## src/rtl/line_render_sched_if.sv

```systemverilog
// Handshake bundle between the VGA counters/control register/draw engines and the line render scheduler.
interface line_render_sched_if;
  logic [10:0] hcount;
  logic [9:0]  vcount;
  logic        render_en;
  logic [1:0]  tilemap_idx_in;
  logic        tile_done;
  logic        sprite_done;
  logic        overrun_clr;
  logic        tile_start;
  logic        sprite_start;
  logic [1:0]  tilemap_idx;
  logic        switch;
  logic        busy;
  logic        overrun_sticky;
  logic [15:0] overrun_cnt;

  modport master (
    output hcount, vcount, render_en, tilemap_idx_in, tile_done, sprite_done, overrun_clr,
    input  tile_start, sprite_start, tilemap_idx, switch, busy, overrun_sticky, overrun_cnt
  );

  modport slave (
    input  hcount, vcount, render_en, tilemap_idx_in, tile_done, sprite_done, overrun_clr,
    output tile_start, sprite_start, tilemap_idx, switch, busy, overrun_sticky, overrun_cnt
  );
endinterface

```

## src/rtl/line_render_sched.sv

```systemverilog
// Per-scanline scheduler: tile engine, then sprite engine, then linebuffer flip at SWAP_H.
// Define LINE_SCHED_OVERRUN_CNT_EN to build the 16-bit saturating missed-line counter.
module line_render_sched #(
  parameter int HTOTAL  = 1600,
  parameter int VACTIVE = 480,
  parameter int VTOTAL  = 525,
  parameter int TILE_H  = 0,
  parameter int SWAP_H  = 1590
) (
  input logic               clk,
  input logic               reset_n,
  line_render_sched_if.slave bus
);

  // Out-of-range match points are pulled onto the last cycle of the line so they still fire.
  localparam logic [10:0] TILE_HC = 11'((TILE_H < HTOTAL) ? TILE_H : HTOTAL - 1);
  localparam logic [10:0] SWAP_HC = 11'((SWAP_H < HTOTAL) ? SWAP_H : HTOTAL - 1);
  localparam logic [9:0]  VDRAW_END = 10'(VACTIVE - 1);
  localparam logic [9:0]  VLAST     = 10'(VTOTAL - 1);

  typedef enum logic [2:0] {
    IDLE, TILE_ARM, TILE_WAIT, SPR_ARM, SPR_WAIT, READY, DRAIN
  } state_t;

  state_t     state;
  logic       tile_start_r;
  logic       sprite_start_r;
  logic       bank_sel;
  logic       missed;
  logic       sticky;
  logic [1:0] tilemap_r;

  logic render_line;
  logic tile_hit;
  logic swap_hit;
  logic overrun;

  assign render_line = (bus.vcount < VDRAW_END) || (bus.vcount == VLAST);
  assign tile_hit    = (bus.hcount == TILE_HC);
  assign swap_hit    = (bus.hcount == SWAP_HC);
  assign overrun     = swap_hit && ((state == TILE_ARM) || (state == TILE_WAIT) ||
                                    (state == SPR_ARM)  || (state == SPR_WAIT));

  // A line that misses SWAP_H keeps running to completion but must never flip the bank.
  always_ff @(posedge clk) begin
    if (!reset_n) begin
      state          <= IDLE;
      tile_start_r   <= 1'b0;
      sprite_start_r <= 1'b0;
      bank_sel       <= 1'b0;
      missed         <= 1'b0;
      sticky         <= 1'b0;
    end else begin
      tile_start_r   <= 1'b0;
      sprite_start_r <= 1'b0;

      if (overrun)
        sticky <= 1'b1;
      else if (bus.overrun_clr)
        sticky <= 1'b0;

      case (state)
        IDLE: begin
          missed <= 1'b0;
          if (tile_hit && render_line && bus.render_en) begin
            tile_start_r <= 1'b1;
            state        <= TILE_ARM;
          end
        end
        TILE_ARM: begin
          if (swap_hit) missed <= 1'b1;
          state <= TILE_WAIT;
        end
        TILE_WAIT: begin
          if (swap_hit) missed <= 1'b1;
          if (bus.tile_done) begin
            sprite_start_r <= 1'b1;
            state          <= SPR_ARM;
          end
        end
        SPR_ARM: begin
          state <= swap_hit ? DRAIN : SPR_WAIT;
        end
        SPR_WAIT: begin
          if (swap_hit || (bus.sprite_done && missed))
            state <= DRAIN;
          else if (bus.sprite_done)
            state <= READY;
        end
        READY: begin
          if (swap_hit) begin
            bank_sel <= ~bank_sel;
            state    <= IDLE;
          end
        end
        DRAIN: begin
          if (bus.tile_done && bus.sprite_done)
            state <= IDLE;
        end
        default: state <= IDLE;
      endcase
    end
  end

  // Tilemap select is frame-synchronous: it only changes alongside the start of line 0.
  always_ff @(posedge clk) begin
    if (!reset_n)
      tilemap_r <= 2'd0;
    else if ((bus.vcount == VLAST) && tile_hit)
      tilemap_r <= bus.tilemap_idx_in;
  end

`ifdef LINE_SCHED_OVERRUN_CNT_EN
  function automatic logic [15:0] sat_inc(input logic [15:0] cnt);
    return (cnt == 16'hFFFF) ? cnt : cnt + 16'd1;
  endfunction

  logic [15:0] ov_cnt;

  always_ff @(posedge clk) begin
    if (!reset_n)
      ov_cnt <= 16'd0;
    else if (overrun)
      ov_cnt <= sat_inc(ov_cnt);
  end

  assign bus.overrun_cnt = ov_cnt;
`else
  assign bus.overrun_cnt = 16'h0;
`endif

  assign bus.tile_start     = tile_start_r;
  assign bus.sprite_start   = sprite_start_r;
  assign bus.tilemap_idx    = tilemap_r;
  assign bus.switch         = bank_sel;
  assign bus.busy           = (state != IDLE);
  assign bus.overrun_sticky = sticky;

endmodule

```

## src/flat_wrapper.sv

```systemverilog
// flat-port wrapper written by rule: the top's interface ports become plain ports
module line_render_sched_flat 
#(
  parameter int HTOTAL  = 1600,
  parameter int VACTIVE = 480,
  parameter int VTOTAL  = 525,
  parameter int TILE_H  = 0,
  parameter int SWAP_H  = 1590
)
  (clk, reset_n, bus_hcount, bus_vcount, bus_render_en, bus_tilemap_idx_in, bus_tile_done, bus_sprite_done, bus_overrun_clr, bus_tile_start, bus_sprite_start, bus_tilemap_idx, bus_switch, bus_busy, bus_overrun_sticky, bus_overrun_cnt);
  line_render_sched_if bus_i ();
  input logic clk;
  input logic reset_n;
  input wire logic [$bits(bus_i.hcount)-1:0] bus_hcount;
  input wire logic [$bits(bus_i.vcount)-1:0] bus_vcount;
  input wire logic [$bits(bus_i.render_en)-1:0] bus_render_en;
  input wire logic [$bits(bus_i.tilemap_idx_in)-1:0] bus_tilemap_idx_in;
  input wire logic [$bits(bus_i.tile_done)-1:0] bus_tile_done;
  input wire logic [$bits(bus_i.sprite_done)-1:0] bus_sprite_done;
  input wire logic [$bits(bus_i.overrun_clr)-1:0] bus_overrun_clr;
  output wire logic [$bits(bus_i.tile_start)-1:0] bus_tile_start;
  output wire logic [$bits(bus_i.sprite_start)-1:0] bus_sprite_start;
  output wire logic [$bits(bus_i.tilemap_idx)-1:0] bus_tilemap_idx;
  output wire logic [$bits(bus_i.switch)-1:0] bus_switch;
  output wire logic [$bits(bus_i.busy)-1:0] bus_busy;
  output wire logic [$bits(bus_i.overrun_sticky)-1:0] bus_overrun_sticky;
  output wire logic [$bits(bus_i.overrun_cnt)-1:0] bus_overrun_cnt;
  assign bus_i.hcount = bus_hcount;
  assign bus_i.vcount = bus_vcount;
  assign bus_i.render_en = bus_render_en;
  assign bus_i.tilemap_idx_in = bus_tilemap_idx_in;
  assign bus_i.tile_done = bus_tile_done;
  assign bus_i.sprite_done = bus_sprite_done;
  assign bus_i.overrun_clr = bus_overrun_clr;
  assign bus_tile_start = bus_i.tile_start;
  assign bus_sprite_start = bus_i.sprite_start;
  assign bus_tilemap_idx = bus_i.tilemap_idx;
  assign bus_switch = bus_i.switch;
  assign bus_busy = bus_i.busy;
  assign bus_overrun_sticky = bus_i.overrun_sticky;
  assign bus_overrun_cnt = bus_i.overrun_cnt;
  line_render_sched #(.HTOTAL(HTOTAL), .VACTIVE(VACTIVE), .VTOTAL(VTOTAL), .TILE_H(TILE_H), .SWAP_H(SWAP_H)) u_core (.clk(clk), .reset_n(reset_n), .bus(bus_i));
endmodule
```

## config.mk

```make
export PLATFORM = sky130hd
export DESIGN_NAME = line_render_sched_flat
export DESIGN_NICKNAME = d
export VERILOG_FILES = /design/src/rtl/line_render_sched_if.sv /design/src/rtl/line_render_sched.sv /design/src/flat_wrapper.sv
export SDC_FILE = /design/constraint.sdc
export NUM_CORES = 1
export LEC_CHECK = 0
export ABC_CLOCK_PERIOD_IN_PS = 3550
export CORE_MARGIN = 1.5
export CORE_UTILIZATION = 36
export CTS_CLUSTER_DIAMETER = 120
export CTS_CLUSTER_SIZE = 10
export DETAILED_ROUTE_END_ITERATION = 10
export PLACE_DENSITY = 0.88
export SKIP_CTS_REPAIR_TIMING = 1
export SYNTH_ARGS = -nofsm -noshare
export SYNTH_HDL_FRONTEND = slang
export SYNTH_SLANG_ARGS = --single-unit
```

## constraint.sdc

```tcl
create_clock -name clk -period 3.55 [get_ports clk]
set_clock_uncertainty 0.15 [all_clocks]
set_input_delay 0.355 -clock clk [delete_from_list [all_inputs] [get_ports clk]]
set_output_delay 0.355 -clock clk [all_outputs]
set_load 0.05 [all_outputs]
```

==> flow_summary.ini, run 1 <==
[power_and_ir_drop]
ir_drop_uv = 268
seq_power_share_pct = 33.0
clockPowerShare_pct = 22.1
p_switching_w = 0.000200
p_leak_nw = 0.425
sw_frac_of_total_pct = 42.7
p_total_w = 0.000467
intPower_w = 0.000268
pwr-share-comb_pct = 44.9
power.density_nw_per_um2 = 450

[job]
drv_cap = 0

[yosys]
yosysTopAreaCellShare_pct = 28.5
synth_ff_type = dfxtp_1
ys_seq_elements = 10
synth_cells = 87
yosysTopAreaCell = dfxtp_1
netlist_top_cells_area = dfxtp_1 (28%), buf_4 (17%), a21oi_1 (6.4%)
yosys_warnings = 0
yosysSeqAreaShare_pct = 28.5
synth_edf_count = 0
synth.avg_cell_area_sq_um = 8.08
yosysUniqueCellTypes = 36
syn_area_sq_um = 703
synth-async-reset-ratio_pct = 0

[timing]
finalSetupViolCount = 0
tns_ns = 0
finalHoldViolations = 0
fin_crit_ns = 2.33
rsz0062_at_grt = false
fmax_ghz = 0.429
slew_headroom_pct = 65.7
setup_slack_ns = 1.22
slew_viol_final = 0
tightest_slew_ns = 0.512
final.period_utilization_pct = 65.7

[route]
totalWireLength_mm = 1.64
viasPerCell = 4.82
drt_iter0_drc = 6
drc_errors = 0
drtPass1Iterations = 4
wl_per_cell_microns = 11.2
vias = 708
ant_nets = 0

[min_path]
min-delay-path-class = reg -> reg
hold_depth = 2

[die]
die_w_microns = 47.2
row_count = 15
io_pins = 52
initial_core_util_pct = 39.4
dieArea_sq_um = 2230
fp.dieH_microns = 47.2
core_area_sq_um = 1780

[clock_network]
clk_latency_ns = 0.26
clk_pin_slew_worst_paths_ns = 0.07
htreeDepth = 1
cts_buffers = 3
clock-sinks = 10
cts_tree = built
root_buffer = clkbuf_4
clockBufferDepth = 2

[setup_path]
path_delay_family = buffers and inverters
cp-end-kind = output port
setup.worst_path.class = reg -> out
cp.depth = 3
r2r_cells = 4
path_cells = nor3_1 -> inv_1 -> clkdlybuf4s50_1
arrival_ns = 1.83
required_ns = 3.04
critPathMaxStageDelay_ns = 0.72
cpMaxStageDelayCell = clkdlybuf4s50_1
start_kind = register
cp.buffers_inverters = 2
critical_path.max_fanout = 11

[global_routing]
grt_pass1_wl_mm = 2.70
grt_antenna_before_repair = 0
globalRouteTotalUtil_pct = 17.3
grt_overflow = 0
grt_start_max_net_pins = 12
grt_pass1_vias = 688

[status]
status = finished clean

[final_layout]
stdcell_area_sq_um = 1040
layout.nets = 152
area_delta_synth_final_pct = 47.7
layout-drive-gt1-share_pct = 6.56
insertedDiodeCount = 0

[placed_design]
dpl_cell_area_sq_um = 1000
io_buffers = 35
dpl.hpwl_mm = 1.45
place_ws_ns = 1.50
place_congestion = 0.805
## final timing paths
path                                   from                   endpoint  slack (ns)
setup / recovery            u_core.state[0]                   bus_busy        1.22
hold / removal    u_core.bus.tilemap_idx[0]  u_core.bus.tilemap_idx[0]        0.36
setup reg to reg            u_core.state[0]  u_core.bus.overrun_sticky        2.19
hold reg to reg   u_core.bus.tilemap_idx[0]  u_core.bus.tilemap_idx[0]        0.36
## placed cells by master (no fill, tap or decap), drive strengths merged, types with 2 or more instances in the layout
| cell | count |
|---|---|
| nor2 | 6 |
| clkdlybuf4s50 | 35 |
| nand3 | 2 |
| and4 | 2 |
| nor3 | 2 |
| dfxtp | 10 |
| nand4 | 2 |
| and3b | 2 |
| inv | 4 |
| o21ai | 3 |
| a21oi | 9 |
| nor4 | 4 |
| nand2 | 2 |
| and3 | 2 |
| clkbuf | 4 |
| conb | 16 |
## synthesized netlist by cell type, drive strengths merged (2+ instances only)
| library cell | n |
|---|---|
| and3 | 2 |
| nand4 | 2 |
| nor3 | 2 |
| o21ai | 3 |
| clkbuf | 2 |
| and3b | 2 |
| nor4 | 4 |
| inv | 4 |
| a21oi | 9 |
| nor2 | 6 |
| dfxtp | 10 |
| buf | 17 |
| nand2 | 2 |
| and4 | 2 |
| nand3 | 2 |
## power by group through the flow
stage	Sequential, W	Clock, W	Combinational (W)
6_report	0.000154	0.000103	0.000210
5_1_grt	0.000157	0.000110	0.000225
4_1_cts	0.000154	0.000105	0.000211
3_5_place_dp	0.000157	0	0.000211
3_3_place_gp	0.000155	0	0.000206
2_1_floorplan	0.000137	0	0.000173
## worst register-to-register path, stage by stage (launching register included)
cell and delay, ns:
dfxtp_1 0.40, nor3_1 0.35, nor2_1 0.15, a21oi_1 0.16, nor2_1 0.05
## per-stage QoR
step	hold WS [ns]	std cells	utilization (%)
after floorplan	0.333	102	-
after global placement	0.315	143	56.2
after detailed placement	0.348	143	56.2
after CTS	0.356	147	58.2
after global routing	0.361	147	58.2
final	0.359	147	58.2
## sequential cells by signal (all words and copies together) (netlist names)
signal / cells
u_core.state: 3
u_core.bus.sprite_start: 1
u_core.bus.tilemap_idx: 2
u_core.bus.switch: 1
u_core.bus.overrun_sticky: 1
u_core.missed: 1
u_core.bus.tile_start: 1
## layer usage
metal	wire length [microns]	part of all wire (%)	global-route usage (%)	vias up
li1	-	-	-	355
met1	586	36	14.9	319
met2	948	58	36.4	30
met3	81	4.9	3.46	4
met4	26	1.6	7.78	0
met5	0	0	0	-
## logic make-up (layout without fill, tap and decap cells)
| logic type | Yosys count | in the layout | synth area share (%) |
|---|---|---|---|
| AOI/OAI and AO/OA | 21 | 21 | 19.8 |
| buffers and inverters | 24 | 44 | 22.4 |
| DFF | 10 | 10 | 28.5 |
| other | 1 | 16 | 0.533 |
| and+or+nand+nor | 31 | 31 | 28.8 |
## cell type report
type / instances / area, sq um
fillers: 156 / 744
multi-input cells: 68 / 402
repair buffers: 35 / 350
flip-flops and latches: 10 / 200
clock buffers: 4 / 36.3
well taps: 25 / 31.3
inverters: 5 / 18.8
(Power assumes the default switching activity.)
==> run 2: changes to the inputs <==
--- a/config.mk
+++ b/config.mk
@@ -5,13 +5,13 @@
 export SDC_FILE = /design/constraint.sdc
 export NUM_CORES = 1
 export LEC_CHECK = 0
-export ABC_CLOCK_PERIOD_IN_PS = 3550
+export ABC_CLOCK_PERIOD_IN_PS = 2100
 export CORE_MARGIN = 1.5
-export CORE_UTILIZATION = 36
+export CORE_UTILIZATION = 30
 export CTS_CLUSTER_DIAMETER = 120
 export CTS_CLUSTER_SIZE = 10
 export DETAILED_ROUTE_END_ITERATION = 10
-export PLACE_DENSITY = 0.88
+export PLACE_DENSITY = 0.79
 export SKIP_CTS_REPAIR_TIMING = 1
 export SYNTH_ARGS = -nofsm -noshare
 export SYNTH_HDL_FRONTEND = slang
==> constraint.sdc (replaced) <==
create_clock -name clk -period 2.1 [get_ports clk]
set_clock_uncertainty 0.15 [all_clocks]
set_input_delay 0.21 -clock clk [delete_from_list [all_inputs] [get_ports clk]]
set_output_delay 0.21 -clock clk [all_outputs]
set_load 0.05 [all_outputs]
==> run 2 against run 1 <==
Compared with the run above: via count rose by 3.5%; critical path depth stayed put; non-clock buffer count up 1; power up 58%; die area grew 19%; count of clock-buffer cells in the layout is 1 lower.
==> flow_summary.ini, run 2 (synthesized netlist as in run 1, its figures left out) <==
[route]
drc_errors = 0
drt_iter0_drc = 19
drtPass1Iterations = 4
vias = 733
totalWireLength_mm = 1.61
viasPerCell = 4.89
wl_per_cell_microns = 10.8
ant_nets = 0

[global_routing]
grt_pass1_vias = 671
grt-busiest-layer = met2
grt_pass1_wl_mm = 2.59
met1_usage_pct = 13.9
use_met2_pct = 22.4
use_met3_pct = 4.39
globalRouteTotalUtil_pct = 12.9
grt_start_max_net_pins = 12
grt_overflow = 0
grt_antenna_before_repair = 0

[final_layout]
layout_common_cells = clkdlybuf4s50_1 (34), conb_1 (16), dfxtp_1 (10)
largest_register_ffs = 3
regArea_sq_um = 200
utilization_pct = 46.7
layout.nets = 153
nFillCells = 237
regMostFlops = u_core.state
multiInputGateArea_sq_um = 402
insertedDiodeCount = 0
layout-drive-gt1-share_pct = 7.38
area_delta_synth_final_pct = 47.0
layout_commonest_cell = clkdlybuf4s50_1
stdcell_area_sq_um = 1030

[timing]
slew_headroom_pct = 64.8
rsz0062_at_grt = false
tns_ns = 0
finalHoldViolations = 0
finalSetupViolCount = 0
fmax_ghz = 0.566
tightest_slew_ns = 0.526
slew_viol_final = 0
final.period_utilization_pct = 84.1
fin_crit_ns = 1.77

[clock_network]
cts_tree = built
clockBufferDepth = 2
clk_pin_slew_worst_paths_ns = 0.06
clock-sinks = 10
htreeDepth = 1
clk_latency_ns = 0.26
root_buffer = clkbuf_4
cts_buffers = 3

[die]
core_area_sq_um = 2210
dieArea_sq_um = 2640
initial_core_util_pct = 31.8
row_count = 17
io_pins = 52
fp.dieH_microns = 51.4
die_w_microns = 51.4

[power_and_ir_drop]
sw_frac_of_total_pct = 44.8
seq_power_share_pct = 35.9
clockPowerShare_pct = 16.9
power.density_nw_per_um2 = 716
pwr-share-comb_pct = 47.2
p_leak_nw = 0.424
p_switching_w = 0.000331
intPower_w = 0.000409
ir_drop_uv = 479

[setup_path]
required_ns = 1.74
start_kind = register
timing.rr.start = u_core.state[0]
arrival_ns = 1.41
critical_path.max_fanout = 11
cp-end-kind = output port
setup.worst_path.class = reg -> out
critical_path.startpoint = u_core.state[0]

[placed_design]
place_congestion = 0.827
dpl.hpwl_mm = 1.32
dpl_cell_area_sq_um = 1010
io_buffers = 35

[job]
drv_cap = 0

[min_path]
min_from = u_core.bus.tilemap_idx[0]
min-delay-path-class = reg -> reg

[status]
status = finished clean
[run 2: cell type report]
type,count,share of cell area (%)
clock buffers,3,2.18
repair buffers,36,34.4
inverters,5,1.82
well taps,28,3.39
flip-flops and latches,10,19.4
multi-input cells,68,38.9
[run 2: through the flow]
stage,hold slack (ns),total power [W],setup slack (ns),instances
6_report,0.326,0.000740,0.333,150
5_1_grt,0.371,0.000784,0.234,150
4_1_cts,0.329,0.000739,0.344,150
3_5_place_dp,0.322,0.000612,0.210,147
3_3_place_gp,0.314,0.000605,0.237,147
2_1_floorplan,0.188,0.000525,0.506,102
[run 2: critical path: stages, from the launching register on]
cell     delay [ns]
dfxtp_1        0.41
nor3_1         0.41
inv_1          0.11
buf_4          0.21
[run 2: per-layer routing]
| layer | vias up | part of all wire (%) |
|---|---|---|
| met5 | - | 0 |
| met4 | 0 | 2.1 |
| met3 | 6 | 8.9 |
| met2 | 40 | 50 |
| met1 | 325 | 39 |
| li1 | 362 | - |
[run 2: worst paths after layout]
path                                to  slack, ns  cells past startpoint
max                           bus_busy       0.33                      3
min          u_core.bus.tilemap_idx[0]       0.33                      2
max reg2reg  u_core.bus.overrun_sticky       0.68                      4
min reg2reg  u_core.bus.tilemap_idx[0]       0.33                      2
[run 2: power by group through the flow]
stage                     Combinational (W)  Clock (W)  Sequential, W
after CTS                          0.000348   0.000128       0.000263
final                              0.000349   0.000125       0.000266
after global routing               0.000376   0.000138       0.000270
after floorplan                    0.000293          0       0.000232
after global placement             0.000342          0       0.000264
after detailed placement           0.000347          0       0.000265
==> run 3: changes to the inputs <==
--- a/config.mk
+++ b/config.mk
@@ -5,7 +5,7 @@
 export SDC_FILE = /design/constraint.sdc
 export NUM_CORES = 1
 export LEC_CHECK = 0
-export ABC_CLOCK_PERIOD_IN_PS = 2100
+export ABC_CLOCK_PERIOD_IN_PS = 1450
 export CORE_MARGIN = 1.5
 export CORE_UTILIZATION = 30
 export CTS_CLUSTER_DIAMETER = 120
==> constraint.sdc (replaced) <==
create_clock -name clk -period 1.45 [get_ports clk]
set_clock_uncertainty 0.15 [all_clocks]
set_input_delay 0.145 -clock clk [delete_from_list [all_inputs] [get_ports clk]]
set_output_delay 0.145 -clock clk [all_outputs]
set_load 0.05 [all_outputs]
==> run 3 against run 2 <==
Compared with the run above: the flow now finishes with violations (negative setup slack); register-to-register slack lost 0.51 ns; flip-flop and latch count is the same; non-clock buffer count grew 6; clock power grew 110%; via count grew 3.7%; first-iteration DRC count shrank 16%; sequential share of layout area shrank 2.8 points.
==> flow_summary.ini, run 3 (synthesized netlist as in run 1, its figures left out) <==
[global_routing]
globalRouteTotalUtil_pct = 15.0
grt_start_max_net_pins = 12
grt_antenna_before_repair = 0
grt_pass1_wl_mm = 2.97
grt_overflow = 0
grt_pass1_vias = 734

[clock_network]
root_buffer = clkbuf_4
clock-sinks = 10
htreeDepth = 1
clk_latency_ns = 0.27
clockBufferDepth = 2
cts_tree = built
clk_pin_slew_worst_paths_ns = 0.07
cts_buffers = 3

[min_path]
min-delay-path-class = in -> reg

[power_and_ir_drop]
sw_frac_of_total_pct = 42.0
power.density_nw_per_um2 = 1070
p_switching_w = 0.000553
p_leak_nw = 0.596
ir_drop_uv = 850
clockPowerShare_pct = 19.5
pwr-share-comb_pct = 49.3
seq_power_share_pct = 31.1
intPower_w = 0.000764

[route]
ant_nets = 0
wl_per_cell_microns = 12.6
totalWireLength_mm = 1.97
drtPass1Iterations = 4
drc_errors = 0
drt_iter0_drc = 16
vias = 760
viasPerCell = 4.84

[final_layout]
layout-drive-gt1-share_pct = 24.0
layout.nets = 159
regMostFlops = u_core.state
layout_commonest_cell = clkdlybuf4s50_1
layout_common_cells = clkdlybuf4s50_1 (17), conb_1 (16), dlymetal6s2s_1 (11)
insertedDiodeCount = 0
largest_register_ffs = 3
utilization_pct = 55.8
area_delta_synth_final_pct = 75.4
stdcell_area_sq_um = 1230

[timing]
fmax_ghz = 0.683
finalHoldViolations = 0
final.period_utilization_pct = 101
setup_slack_ns = -0.0139
fin_crit_ns = 1.46
tns_ns = -0.0139
slew_viol_final = 0
finalSetupViolCount = 1

[setup_path]
critical_path.max_fanout = 3
cpMaxStageDelayCell = clkdlybuf4s50_1
setup.worst_path.class = in -> reg
critPathMaxStageDelay_ns = 0.45
cp-end-kind = register
start_kind = primary input
path_cells = clkdlybuf4s50_1 -> nor4_2 -> and4b_1 -> o311a_1 -> and3_1
arrival_ns = 1.53
required_ns = 1.51

[job]
drv_cap = 0

[placed_design]
io_buffers = 35
dpl.hpwl_mm = 1.42
dpl_cell_area_sq_um = 1110
place_congestion = 0.812

[status]
status = finished with violations
failed_checks = negative setup slack

[die]
initial_core_util_pct = 31.8
fp.dieH_microns = 51.4
core_area_sq_um = 2210
die_w_microns = 51.4
row_count = 17
io_pins = 52
dieArea_sq_um = 2640
-- run 3: cell types whose count changed in the layout (fill, tap and decap cells not counted), sizes merged --
cell,before,now
clkdlybuf4s50,34,17
buf,2,14
dlymetal6s2s,0,11
clkbuf,3,4
-- run 3: power groups by stage --
| stage | clock [W] | sequential, W | combinational [W] |
|---|---|---|---|
| after floorplan | 0 | 0.000337 | 0.000439 |
| after global placement | 0 | 0.000387 | 0.000588 |
| after detailed placement | 0 | 0.000393 | 0.000596 |
| after CTS | 0.000264 | 0.000389 | 0.000599 |
| after global routing | 0.000273 | 0.000416 | 0.000691 |
| final | 0.000257 | 0.000410 | 0.000650 |
-- run 3: layout make-up --
| cell class | instances | area, sq um |
|---|---|---|
| Fill cell | 208 | 978 |
| Timing Repair Buffer | 42 | 500 |
| Multi-Input combinational cell | 68 | 439 |
| Sequential cell | 10 | 204 |
| Clock buffer | 4 | 36.3 |
| Tap cell | 28 | 35.0 |
| Inverter | 5 | 18.8 |
-- run 3: layer usage --
metal	wire [microns]	global-route usage [%]	vias to the layer above
met4	55	9.65	0
met3	118	2.63	6
met1	729	14.6	353
met2	1070	28.4	30
li1	-	-	371
met5	0	0	-
-- run 3: metrics by stage --
step | cells | total power (W) | hold slack [ns] | setup WS [ns]
floorplan | 102 | 0.000776 | 0.123 | 0.0610
detailed placement | 150 | 0.000989 | 0.352 | -0.415
finish | 157 | 0.00132 | 0.250 | -0.0139
global placement | 150 | 0.000974 | 0.345 | -0.367
CTS | 154 | 0.00125 | 0.281 | -0.139
global route | 157 | 0.00138 | 0.312 | -0.0802
-- run 3: final timing paths --
kind / from / endpoint / slack, ns / depth (start not counted)
worst max register to register: u_core.state[2] / u_core.state[2] / 0.17 / 4
worst min-delay path: bus_vcount[4] / u_core.bus.tilemap_idx[0] / 0.25 / 5
worst max-delay path: bus_hcount[9] / u_core.bus.tile_start / -0.01 / 5
worst min register to register: u_core.bus.tilemap_idx[1] / u_core.bus.tilemap_idx[1] / 0.36 / 2
-- run 3: worst max-delay path, delay by kind of cell --
kind                   cells  cell delay [ns]
AND/OR/NAND/NOR            3             0.73
AO/OA/AOI/OAI              1             0.21
buffers and inverters      1             0.45
